## config.mk

```make
export PLATFORM = sky130hd
export DESIGN_NAME = vga_scan_mixer
export DESIGN_NICKNAME = d
export VERILOG_FILES = /design/src/rtl/vga_timing_pkg.sv /design/src/rtl/vga_sig_delay.sv /design/src/rtl/vga_scan_mixer.sv
export SDC_FILE = /design/constraint.sdc
export NUM_CORES = 1
export LEC_CHECK = 0
export BUFFER_PORTS_ARGS = -buffer_cell sky130_fd_sc_hd__buf_2
export CAP_MARGIN = 10
export CORE_MARGIN = 4
export CORE_UTILIZATION = 54
export DETAILED_ROUTE_END_ITERATION = 8
export HOLD_SLACK_MARGIN = 0.03
export PLACE_DENSITY = 0.84
export SLEW_MARGIN = 10
export SYNTH_ARGS = -nofsm -noshare
export SYNTH_HDL_FRONTEND = slang
export SYNTH_SLANG_ARGS = --single-unit
```

## constraint.sdc

```tcl
create_clock -name clk -period 3.2 [get_ports clk]
set_input_delay 0.8 -clock clk [delete_from_list [all_inputs] [get_ports clk]]
set_output_delay 0.8 -clock clk [all_outputs]
set_load 0.01 [all_outputs]
```

## src/rtl/vga_timing_pkg.sv

```systemverilog
// vga_timing_pkg: 640x480 VGA timing constants, sync windows and the rgb888 pixel type
// shared by the scan mixer and its delay line.
package vga_timing_pkg;
    localparam int H_ACTIVE = 640;
    localparam int H_FP     = 16;
    localparam int H_SYNC   = 96;
    localparam int H_BP     = 48;
    localparam int V_ACTIVE = 480;
    localparam int V_FP     = 10;
    localparam int V_SYNC   = 2;
    localparam int V_BP     = 33;
    localparam int SPR_LAT  = 2;
    localparam int H_TOTAL  = H_ACTIVE + H_FP + H_SYNC + H_BP;
    localparam int V_TOTAL  = V_ACTIVE + V_FP + V_SYNC + V_BP;
    localparam int HS_START = H_ACTIVE + H_FP;
    localparam int HS_END   = HS_START + H_SYNC;
    localparam int VS_START = V_ACTIVE + V_FP;
    localparam int VS_END   = VS_START + V_SYNC;

    typedef struct packed {
        logic [7:0] r;
        logic [7:0] g;
        logic [7:0] b;
    } rgb888_t;

    localparam rgb888_t BG_RGB = 24'h000040;
endpackage

```

## src/rtl/vga_sig_delay.sv

```systemverilog
// vga_sig_delay: DEPTH-stage shift register that holds while i_en is low and clears
// synchronously to RST_VAL while reset is low.
module vga_sig_delay #(
    parameter int               WIDTH   = 1,
    parameter int               DEPTH   = 1,
    parameter logic [WIDTH-1:0] RST_VAL = '0
) (
    input  logic             clk,
    input  logic             reset,
    input  logic             i_en,
    input  logic [WIDTH-1:0] i_d,
    output logic [WIDTH-1:0] o_q
);
    logic [WIDTH-1:0] r_sr [DEPTH];

    always_ff @(posedge clk) begin
        if (!reset) begin
            for (int i = 0; i < DEPTH; i++) r_sr[i] <= RST_VAL;
        end else if (i_en) begin
            r_sr[0] <= i_d;
            for (int i = 1; i < DEPTH; i++) r_sr[i] <= r_sr[i-1];
        end
    end

    assign o_q = r_sr[DEPTH-1];
endmodule

```

## src/rtl/vga_scan_mixer.sv

```systemverilog
// vga_scan_mixer: VGA timing generator and sprite-over-background pixel mixer.
// Define VGA_MIXER_CHECKER_BG_EN for a 16x16 checkerboard background instead of a flat one.
module vga_scan_mixer #(
    parameter int          H_ACTIVE = vga_timing_pkg::H_ACTIVE,
    parameter int          H_FP     = vga_timing_pkg::H_FP,
    parameter int          H_SYNC   = vga_timing_pkg::H_SYNC,
    parameter int          H_BP     = vga_timing_pkg::H_BP,
    parameter int          V_ACTIVE = vga_timing_pkg::V_ACTIVE,
    parameter int          V_FP     = vga_timing_pkg::V_FP,
    parameter int          V_SYNC   = vga_timing_pkg::V_SYNC,
    parameter int          V_BP     = vga_timing_pkg::V_BP,
    parameter int          SPR_LAT  = vga_timing_pkg::SPR_LAT,
    parameter logic [23:0] BG_RGB   = vga_timing_pkg::BG_RGB
) (
    input  logic       clk,
    input  logic       reset,
    input  logic       enable,
    output logic [9:0] oVGA_X,
    output logic [8:0] oVGA_Y,
    input  logic       iSprVal,
    input  logic [7:0] iSprR,
    input  logic [7:0] iSprG,
    input  logic [7:0] iSprB,
    output logic       oHS,
    output logic       oVS,
    output logic       oBLANK_N,
    output logic [7:0] oR,
    output logic [7:0] oG,
    output logic [7:0] oB,
    output logic       oFrameStart
);
    import vga_timing_pkg::*;

    localparam int H_TOT  = H_ACTIVE + H_FP + H_SYNC + H_BP;
    localparam int V_TOT  = V_ACTIVE + V_FP + V_SYNC + V_BP;
    localparam int HS_LO  = H_ACTIVE + H_FP;
    localparam int HS_HI  = HS_LO + H_SYNC;
    localparam int VS_LO  = V_ACTIVE + V_FP;
    localparam int VS_HI  = VS_LO + V_SYNC;
`ifdef VGA_MIXER_CHECKER_BG_EN
    localparam int DW = 5;
`else
    localparam int DW = 3;
`endif

    logic [9:0]    r_h, r_v;
    logic          r_hs, r_vs, r_blank_n, r_fs;
    rgb888_t       r_rgb;
    logic          w_h_last, w_v_last, w_h_act, w_v_act;
    logic          w_hs_n, w_vs_n, w_act_d, w_hs_d, w_vs_d;
    logic [DW-1:0] w_dly_in, w_dly_out;
    rgb888_t       w_bg, w_spr, w_pix;

    assign w_h_last = r_h == 10'(H_TOT - 1);
    assign w_v_last = r_v == 10'(V_TOT - 1);
    assign w_h_act  = r_h < 10'(H_ACTIVE);
    assign w_v_act  = r_v < 10'(V_ACTIVE);
    assign w_hs_n   = !(r_h >= 10'(HS_LO) && r_h < 10'(HS_HI));
    assign w_vs_n   = !(r_v >= 10'(VS_LO) && r_v < 10'(VS_HI));
    assign oVGA_X   = w_h_act ? r_h : '0;
    assign oVGA_Y   = w_v_act ? r_v[8:0] : '0;

    always_ff @(posedge clk) begin
        if (!reset) begin
            r_h <= '0;
            r_v <= '0;
        end else if (enable) begin
            r_h <= w_h_last ? '0 : r_h + 10'd1;
            if (w_h_last) r_v <= w_v_last ? '0 : r_v + 10'd1;
        end
    end

    // Timing bits ride alongside the sprite pipeline so they line up with iSpr*.
`ifdef VGA_MIXER_CHECKER_BG_EN
    assign w_dly_in = {r_h[4], r_v[4], w_h_act && w_v_act, w_hs_n, w_vs_n};
    assign w_bg     = (w_dly_out[4] ^ w_dly_out[3]) ? ~BG_RGB : BG_RGB;
`else
    assign w_dly_in = {w_h_act && w_v_act, w_hs_n, w_vs_n};
    assign w_bg     = BG_RGB;
`endif

    vga_sig_delay #(
        .WIDTH  (DW),
        .DEPTH  (SPR_LAT),
        .RST_VAL(DW'(3'b011))
    ) u_dly (
        .clk  (clk),
        .reset(reset),
        .i_en (enable),
        .i_d  (w_dly_in),
        .o_q  (w_dly_out)
    );

    assign w_act_d = w_dly_out[2];
    assign w_hs_d  = w_dly_out[1];
    assign w_vs_d  = w_dly_out[0];
    assign w_spr   = {iSprR, iSprG, iSprB};
    assign w_pix   = !w_act_d ? '0 : iSprVal ? w_spr : w_bg;

    always_ff @(posedge clk) begin
        if (!reset) begin
            r_hs      <= 1'b1;
            r_vs      <= 1'b1;
            r_blank_n <= 1'b0;
            r_rgb     <= '0;
            r_fs      <= 1'b0;
        end else begin
            r_fs      <= enable && r_h == '0 && r_v == 10'(V_ACTIVE);
            r_blank_n <= enable && w_act_d;
            r_rgb     <= enable ? w_pix : '0;
            if (enable) begin
                r_hs <= w_hs_d;
                r_vs <= w_vs_d;
            end
        end
    end

    assign oHS         = r_hs;
    assign oVS         = r_vs;
    assign oBLANK_N    = r_blank_n;
    assign oR          = r_rgb.r;
    assign oG          = r_rgb.g;
    assign oB          = r_rgb.b;
    assign oFrameStart = r_fs;
endmodule

```

==> results.sh, run 1 <==
export IMPL_setup_violations=0
export IMPL_grt_met3_usage=0.05198
export IMPL_pin_count=75
export IMPL_overflow=0
export IMPL_rsz0062_at_grt="no"
export IMPL_via_count=1996
export IMPL_vdd_drop_max_uv=235.0
export IMPL_syn_area_per_cell_um2=9.737
export IMPL_dieHeight_um=73.65
export IMPL_grt_max_degree=26
export IMPL_seq_area_frac_synth=0.4903
export IMPL_fp_dieW_um=73.65
export IMPL_seqCellArea_mm2=0.001141
export IMPL_startpoint_type="register"
export IMPL_cts_inserted_buffers=5
export IMPL_diodes=0
export IMPL_met1_usage=0.2674
export IMPL_synth_common_cells="dfxtp_1, and3_1, and2_1, nand2_1, nor2_1"
export IMPL_end_kind="primary output"
export IMPL_slew_headroom=0.5637
export IMPL_async_flop_share=0
export IMPL_synth_seq_cells=54
export IMPL_p_per_area_mw_per_mm2=413.8
export IMPL_placed_cells=351
export IMPL_rows=23
export IMPL_timing_setup_tns_ns=0
export IMPL_crit_slowest_cell="a21oi_1"
export IMPL_fill_cells=323
export IMPL_cts_sinks=54
export IMPL_reg2regPathDepth=6
export IMPL_final_max_slew_viol_count=0
export IMPL_whs_path_depth=2
export IMPL_clockBufferDepth=2
export IMPL_status="finished clean"
export IMPL_h_tree_depth=2
export IMPL_synthesis_nets=271
export IMPL_wire_per_inst_um=15.02
export IMPL_cts_tree="yes"
export IMPL_clkLatencyLatePin_ns=0.31
export IMPL_path_max_fanout=10
export IMPL_layoutNonFillerInstCount=359
export IMPL_drt_initial_drc_count=89
export IMPL_synthToLayoutAreaGrowth_pct=20.21
export IMPL_worstMarginPinSlew_ns=0.6485
export IMPL_fin_worst_skew_ns=0.006225
export IMPL_synthDistinctLibCells=47
export IMPL_synthMostInstantiatedCell="dfxtp_1"
export IMPL_synth_edf_count=6
export IMPL_synth_main_ff_cell="dfxtp_1"
export IMPL_post_cts_buffers=0
export IMPL_top_usage_layer="met2"
export IMPL_critPathRequiredTime_ns=2.40
export IMPL_dp_hpwl_um=4000
export IMPL_layout_drive_gt1_share=0.2977
export IMPL_io_buffers=74
export IMPL_arrival_ns=1.78
export IMPL_min_period_over_period=0.8064
export IMPL_clk_pin_slew_ns=0.10
export IMPL_ys_warn_count=0
export IMPL_dr_pass1_iters=4
export IMPL_gp_congestion=0.8899
export IMPL_wl_um=5393
export IMPL_hold_buffers=0
export IMPL_nets=340
export IMPL_use_met2=0.3189
export IMPL_start_util=0.5695
export IMPL_max_stage_delay_ns=0.52
export IMPL_yosys_area_top_type="dfxtp_1"
export IMPL_multi_input_area_mm2=0.001086
export IMPL_period_minus_slack_ns=2.580
export IMPL_synth_top_area_frac=0.4129
export IMPL_grt_pass1_vias=1795
export IMPL_crit_type="register to primary output"
export IMPL_finalHoldViolCount=0
export IMPL_p_leak_nw=1.373
export IMPL_cts_root_buf="clkbuf_8"
export IMPL_die_area_mm2=0.005424
export IMPL_antenna_left=0
export IMPL_path_cells="and3_1, a21oi_1, and2_1, buf_2"
export IMPL_grt_usage=0.2037
export IMPL_grt_antenna_before_repair=0
export IMPL_synthTopCellsByArea="dfxtp_1, edfxtp_1, and3_1"
export IMPL_max_freq_ghz=0.3875
export IMPL_grt_pass1_wl_um=8500
export IMPL_drv_cap=0
export IMPL_drc_errors=0
export IMPL_hold_class="register to register"
export IMPL_core_mm2=0.004086
export IMPL_viasPerCell=5.560
export IMPL_fin_total_pwr_mw=1.158
export IMPL_netlist_area_mm2=0.002327
export IMPL_synth_cells=239
export IMPL_cts_resized=0
## final cells by class
| class | instances | area share |
|---|---|---|
| clock buffer | 6 | 0.02952 |
| tap | 50 | 0.02236 |
| sequential | 54 | 0.4079 |
| timing repair buffer | 74 | 0.1324 |
| multi-input combinational | 163 | 0.3882 |
| clock inverter | 2 | 0.006261 |
| inverter | 10 | 0.01342 |
## kinds of logic after synthesis
logic type      count (synthesis)  share of synthesized area
simple gates                  121                     0.3161
flops                          54                     0.4903
compound gates                 26                    0.08172
buf+inv                        22                    0.04301
xor+xnor                        8                    0.03011
mux                             4                    0.01720
fa+ha+maj                       4                    0.02151
## final timing paths
path / startpoint / end / slack (ns)
min reg2reg: u_dly.r_sr[0][4] / oHS / 0.48
min: u_dly.r_sr[0][4] / oHS / 0.48
max reg2reg: r_v[0] / r_v[8] / 1.32
max: r_v[7] / oVGA_Y[1] / 0.62
## per-layer routing
metal | vias up | wire, µm
met5 | - | 0
met4 | 0 | 113
met3 | 14 | 257
met2 | 62 | 2778
met1 | 933 | 2243
li1 | 987 | -
## cells in the final DEF, fill, tap and decap left out, types with 2 or more instances in the layout
| cell type | instances |
|---|---|
| a21oi_1 | 7 |
| a31oi_1 | 2 |
| a32oi_1 | 2 |
| and2_1 | 18 |
| and3_1 | 28 |
| buf_2 | 74 |
| clkbuf_8 | 6 |
| clkinv_4 | 2 |
| dfxtp_1 | 48 |
| edfxtp_1 | 6 |
| ha_1 | 4 |
| inv_1 | 10 |
| mux2i_1 | 4 |
| nand2_1 | 17 |
| nand3_1 | 5 |
| nand4_1 | 8 |
| nand4b_1 | 2 |
| nor2_1 | 16 |
| nor3_1 | 5 |
| nor4_1 | 5 |
| o2111ai_1 | 2 |
| o211ai_2 | 2 |
| o21ai_0 | 3 |
| or2_2 | 2 |
| or3_1 | 3 |
| xnor2_1 | 5 |
| xor2_1 | 3 |
## flip-flops by register name, summed over array words and instances, names as in the netlist
name	count
oR	8
oB	8
r_v	10
oVS	1
r_h	10
oG	8
oFrameStart	1
u_dly.r_sr	6
oHS	1
oBLANK_N	1
## through the flow
step	setup WS, ns	area [µm²]	utilization	hold slack, ns
finish	0.6196	2798	0.6846	0.4765
detailed placement	1.013	2698	0.6601	0.4679
CTS	0.6630	2798	0.6846	0.4804
global route	0.4910	2798	0.6846	0.4980
floorplan	1.329	2327	-	0.4377
global placement	1.046	2698	0.6601	0.4433
## critical path: cells and delay by family, from the launching register on
| kind | cells | cell delay [ns] |
|---|---|---|
| AO/OA/AOI/OAI | 1 | 0.52 |
| AND/OR/NAND/NOR | 2 | 0.44 |
| flip-flops | 1 | 0.39 |
| buffers and inverters | 1 | 0.13 |
## power breakdown
group	total [mW]	internal, mW	switching [mW]
registers	0.697	0.693	0.00396
logic	0.0608	0.0268	0.0339
clock network	0.400	0.178	0.221
total	1.16	0.898	0.259
Note: power is estimated with default switching activity, not from simulation.
==> inputs of run 2 (changes only) <==
Settings changed: ABC_AREA from default to 1, CORE_UTILIZATION 54 to 46, PLACE_DENSITY 0.84 to 0.75.
Clock period 3.2 ns to 2.14 ns, I/O delays scaled along.
==> results.sh, run 2 <==
export IMPL_status="finished clean"
export IMPL_finalHoldViolCount=0
export IMPL_drc_errors=0
export IMPL_nets=446
export IMPL_wire_per_inst_um=11.24
export IMPL_worst_slack_ns=0.1484
export IMPL_layoutNonFillerInstCount=485
export IMPL_dr_pass1_iters=4
export IMPL_post_cts_buffers=0
export IMPL_path_max_fanout=7
export IMPL_cts_root_buf="clkbuf_8"
export IMPL_h_tree_depth=2
export IMPL_viasPerCell=4.633
export IMPL_synth_cells=338
export IMPL_dp_hpwl_um=4157
export IMPL_cts_inserted_buffers=5
export IMPL_cts_resized=1
export IMPL_gp_congestion=0.9352
export IMPL_timing_setup_tns_ns=0
export IMPL_fin_worst_skew_ns=0.01677
export IMPL_antenna_left=0
export IMPL_via_count=2247
export IMPL_critPathRequiredTime_ns=1.60
export IMPL_utilization=0.5839
export IMPL_pin_count=75
export IMPL_slew_headroom=0.7807
export IMPL_synthToLayoutAreaGrowth_pct=21.55
export IMPL_startpoint_type="register"
export IMPL_end_kind="primary output"
export IMPL_final_cell_mix="buf_2, inv_1, nand2_1, nor2_1, dfxtp_1"
export IMPL_vdd_drop_max_uv=279.3
export IMPL_synth_main_ff_cell="dfxtp_1"
export IMPL_synth_seq_cells=54
export IMPL_arrival_ns=1.46
export IMPL_synthMostInstantiatedCell="inv_1"
export IMPL_clk_pin_slew_ns=0.10
export IMPL_overflow=0
export IMPL_synthesis_nets=370
export IMPL_synth_common_cells="inv_1, nand2_1, nor2_1, dfxtp_1, nand3_1"
export IMPL_min_period_over_period=0.9307
export IMPL_ys_warn_count=0
export IMPL_hold_buffers=0
export IMPL_dieHeight_um=81.50
export IMPL_grt_pass1_wl_um=8880
export IMPL_final_max_slew_viol_count=0
export IMPL_start_util=0.4804
export IMPL_synth_top_area_frac=0.3867
export IMPL_grt_usage=0.1717
export IMPL_p_per_area_mw_per_mm2=586.7
export IMPL_wl_um=5449
export IMPL_p_leak_nw=1.643
export IMPL_async_flop_share=0
export IMPL_worstMarginPinSlew_ns=0.3285
export IMPL_fin_total_pwr_mw=1.772
export IMPL_final_common_cell="buf_2"
export IMPL_netlist_area_mm2=0.002485
export IMPL_placed_cells=477
export IMPL_setup_violations=0
export IMPL_syn_area_per_cell_um2=7.352
export IMPL_seq_area_frac_synth=0.4592
export IMPL_drv_cap=0
export IMPL_rows=26
export IMPL_max_freq_ghz=0.5021
export IMPL_synthTopCellsByArea="dfxtp_1, inv_1, nand2_1"
export IMPL_die_area_mm2=0.006641
export IMPL_io_buffers=74
export IMPL_fp_dieW_um=81.50
export IMPL_grt_pass1_vias=2092
export IMPL_drt_initial_drc_count=56
export IMPL_crit_type="register to primary output"
export IMPL_core_mm2=0.005172
export IMPL_period_minus_slack_ns=1.992
export IMPL_cts_sinks=54
export IMPL_hold_class="input pin to register"
export IMPL_grt_max_degree=24
export IMPL_grt_antenna_before_repair=0
export IMPL_rsz0062_at_grt="no"
export IMPL_synth_edf_count=6
export IMPL_synthDistinctLibCells=30
export IMPL_layout_drive_gt1_share=0.2530
export IMPL_pre_cts_slack_ns=0.3068
export IMPL_reg_top3="r_h (10), r_v (10)"
export IMPL_clockBufferDepth=2
export IMPL_clkLatencyLatePin_ns=0.31
export IMPL_cts_tree="yes"
export IMPL_yosys_area_top_type="dfxtp_1"
export IMPL_diodes=0
==> run 2: metal layers <==
metal,global-route usage,vias to the layer above,part of all wire
met5,0,-,0
met4,0.06757,0,0.016
met3,0.03070,9,0.092
met2,0.2940,90,0.44
met1,0.2135,974,0.45
li1,-,1174,-
==> run 2: stage by stage <==
stage                     cell area, µm²  hold WS (ns)
after global placement              2903        0.4545
after global routing                3020        0.4306
after detailed placement            2903        0.4609
after CTS                           3009        0.4252
final                               3020        0.4360
after floorplan                     2485        0.4513
==> run 2: worst paths after layout <==
check / from / end / slack [ns] / cells after the start
max: r_h[9] / oVGA_X[2] / 0.15 / 6
min: iSprR[5] / oR[5] / 0.44 / 3
max reg2reg: r_h[0] / r_v[5] / 0.65 / 8
min reg2reg: u_dly.r_sr[0][4] / oHS / 0.47 / 1
==> run 2: logic make-up after synthesis <==
group | count (synthesis) | synth area share
simple gates | 175 | 0.3243
buf+inv | 79 | 0.1309
flops | 54 | 0.4592
compound gates | 20 | 0.04431
xor+xnor | 6 | 0.02115
fa+ha+maj | 4 | 0.02014
==> run 2: worst max-delay path, stage by stage (launching register included) <==
cell and delay (ns):
dfxtp_1 0.41, inv_1 0.11, a21oi_1 0.20, inv_1 0.16, nand2_1 0.09, inv_1 0.03
buf_2 0.12
==> run 2: power breakdown <==
part / switching, mW / internal [mW] / total (mW)
Combinational: 0.0579 / 0.0411 / 0.0991
Sequential: 0.00734 / 1.04 / 1.05
Clock: 0.324 / 0.303 / 0.628
Total: 0.390 / 1.38 / 1.77
==> run 2: layout make-up <==
class                           count  area (µm²)
Sequential cell                    54        1142
Timing Repair Buffer               75       377.9
Inverter                           73       277.8
Tap cell                           70       87.58
Clock buffer                        7       97.59
Multi-Input combinational cell    205        1031
Clock inverter                      1       6.256
Fill cell                         468        2152
==> inputs of run 3 (changes only) <==
Settings changed: CORE_UTILIZATION 46 to 32, PLACE_DENSITY 0.75 to default.
==> results.sh, run 3 (synthesis results as in run 2) <==
export IMPL_power_frac_comb=0.055
export IMPL_die_area_mm2=0.009239
export IMPL_cts_root_buf="clkbuf_8"
export IMPL_nets=445
export IMPL_max_stage_delay_ns=0.40
export IMPL_via_count=2177
export IMPL_stdcell_area_mm2=0.003058
export IMPL_fp_dieW_um=96.12
export IMPL_synthToLayoutAreaGrowth_pct=23.06
export IMPL_clockBufferDepth=2
export IMPL_start_util=0.3354
export IMPL_diodes=0
export IMPL_vdd_drop_max_uv=307.3
export IMPL_drt_initial_drc_count=49
export IMPL_whs_ns=0.4322
export IMPL_hold_class="input pin to register"
export IMPL_overflow=0
export IMPL_critPathRequiredTime_ns=1.60
export IMPL_dieHeight_um=96.12
export IMPL_final_cell_mix="buf_2, inv_1, nand2_1, nor2_1, dfxtp_1"
export IMPL_path_max_fanout=7
export IMPL_cts_sinks=54
export IMPL_grt_max_degree=24
export IMPL_final_max_slew_viol_count=0
export IMPL_wire_per_inst_um=10.92
export IMPL_placed_area_mm2=0.002932
export IMPL_worstMarginPinSlew_ns=0.3447
export IMPL_fin_worst_skew_ns=0.009647
export IMPL_drc_errors=0
export IMPL_pin_count=75
export IMPL_cts_inserted_buffers=5
export IMPL_intPower_mw=1.430
export IMPL_rsz0062_at_grt="no"
export IMPL_p_per_area_mw_per_mm2=597.1
export IMPL_reg_top3="r_h (10), r_v (10)"
export IMPL_crit_path_frequent_cell="inv_1"
export IMPL_clk_pin_slew_ns=0.10
export IMPL_pre_cts_slack_ns=0.2963
export IMPL_path_cells="inv_1, a21oi_2, inv_1, nand2_1, inv_1, buf_2"
export IMPL_utilization=0.4128
export IMPL_io_buffers=74
export IMPL_rows=31
export IMPL_grt_pass1_vias=2025
export IMPL_crit_type="register to primary output"
export IMPL_drv_cap=0
export IMPL_status="finished clean"
export IMPL_final_common_cell="buf_2"
export IMPL_timing_setup_tns_ns=0
export IMPL_core_mm2=0.007408
export IMPL_worst_slack_ns=0.1723
export IMPL_dr_pass1_iters=4
export IMPL_fill_cells=771
export IMPL_min_period_over_period=0.9195
export IMPL_h_tree_depth=2
export IMPL_power_frac_clock=0.373
export IMPL_antenna_left=0
export IMPL_crit_slowest_cell="dfxtp_1"
export IMPL_startpoint_type="register"
export IMPL_slew_headroom=0.7693
export IMPL_period_minus_slack_ns=1.968
export IMPL_grt_pass1_wl_um=9142
export IMPL_finalHoldViolCount=0
export IMPL_arrival_ns=1.43
export IMPL_p_sw_mw=0.3958
export IMPL_grt_usage=0.1236
export IMPL_gp_congestion=0.8344
export IMPL_grt_antenna_before_repair=0
export IMPL_wl_um=5603
export IMPL_hold_buffers=0
export IMPL_clkLatencyLatePin_ns=0.30
export IMPL_p_leak_nw=1.639
export IMPL_layout_drive_gt1_share=0.2536
export IMPL_setup_violations=0
export IMPL_dp_hpwl_um=4334
export IMPL_end_kind="primary output"
export IMPL_cts_tree="yes"
export IMPL_power_frac_seq=0.573
export IMPL_viasPerCell=4.244
export IMPL_max_freq_ghz=0.5082
export IMPL_swShare=0.2168
run 3: cell types whose count changed in the layout (fill, tap and decap cells not counted), sizes merged:
cell and change:
buf -1, bufinv +1, clkbuf -1
run 3: cell type report:
type                            count  area, µm²  area share
Clock inverter                      2      36.28     0.01187
Timing Repair Buffer               74      370.4      0.1211
Inverter                           73      277.8     0.09083
Sequential cell                    54       1142      0.3736
Tap cell                           99      123.9     0.04051
Multi-Input combinational cell    205       1035      0.3384
Clock buffer                        6      72.57     0.02373
run 3: power by group through the flow:
stage / clock network, mW / registers, mW / logic [mW]
5_1_grt: 0.750 / 1.05 / 0.113
3_5_place_dp: 0 / 1.07 / 0.100
2_1_floorplan: 0 / 1.07 / 0.0505
4_1_cts: 0.716 / 1.05 / 0.101
6_report: 0.681 / 1.05 / 0.0998
3_3_place_gp: 0 / 1.07 / 0.0995
run 3: through the flow:
| stage | total power, mW | cells |
|---|---|---|
| 5_1_grt | 1.911 | 513 |
| 6_report | 1.826 | 513 |
| 2_1_floorplan | 1.121 | 338 |
| 3_5_place_dp | 1.170 | 505 |
| 4_1_cts | 1.863 | 513 |
| 3_3_place_gp | 1.168 | 505 |
run 3: timing repair:
item	4_1_cts	5_1_grt
gates resized for setup	1	4
gates cloned	0	0
endpoints found under the setup margin	8	15
setup buffers	0	0
run 3: worst paths after layout:
check	from	slack (ns)	cells past startpoint	to
setup / recovery	r_h[8]	0.17	6	oVGA_X[0]
hold / removal	iSprB[3]	0.43	3	oB[3]
hold reg to reg	u_dly.r_sr[0][4]	0.48	1	oHS
setup reg to reg	r_h[1]	0.62	8	r_v[5]
run 3: worst max-delay path, delay by kind of cell, from the launching register on:
kind,cells,cell delay [ns]
flops,1,0.40
compound gates,1,0.23
buf+inv,4,0.41
simple gates,1,0.09
run 3: routing by layer:
metal | up-vias | track usage | part of all wire
met5 | - | 0 | 0
met4 | 0 | 0.02844 | 0.0095
met3 | 4 | 0.02893 | 0.085
met2 | 71 | 0.2128 | 0.45
met1 | 928 | 0.1556 | 0.46
li1 | 1174 | - | -
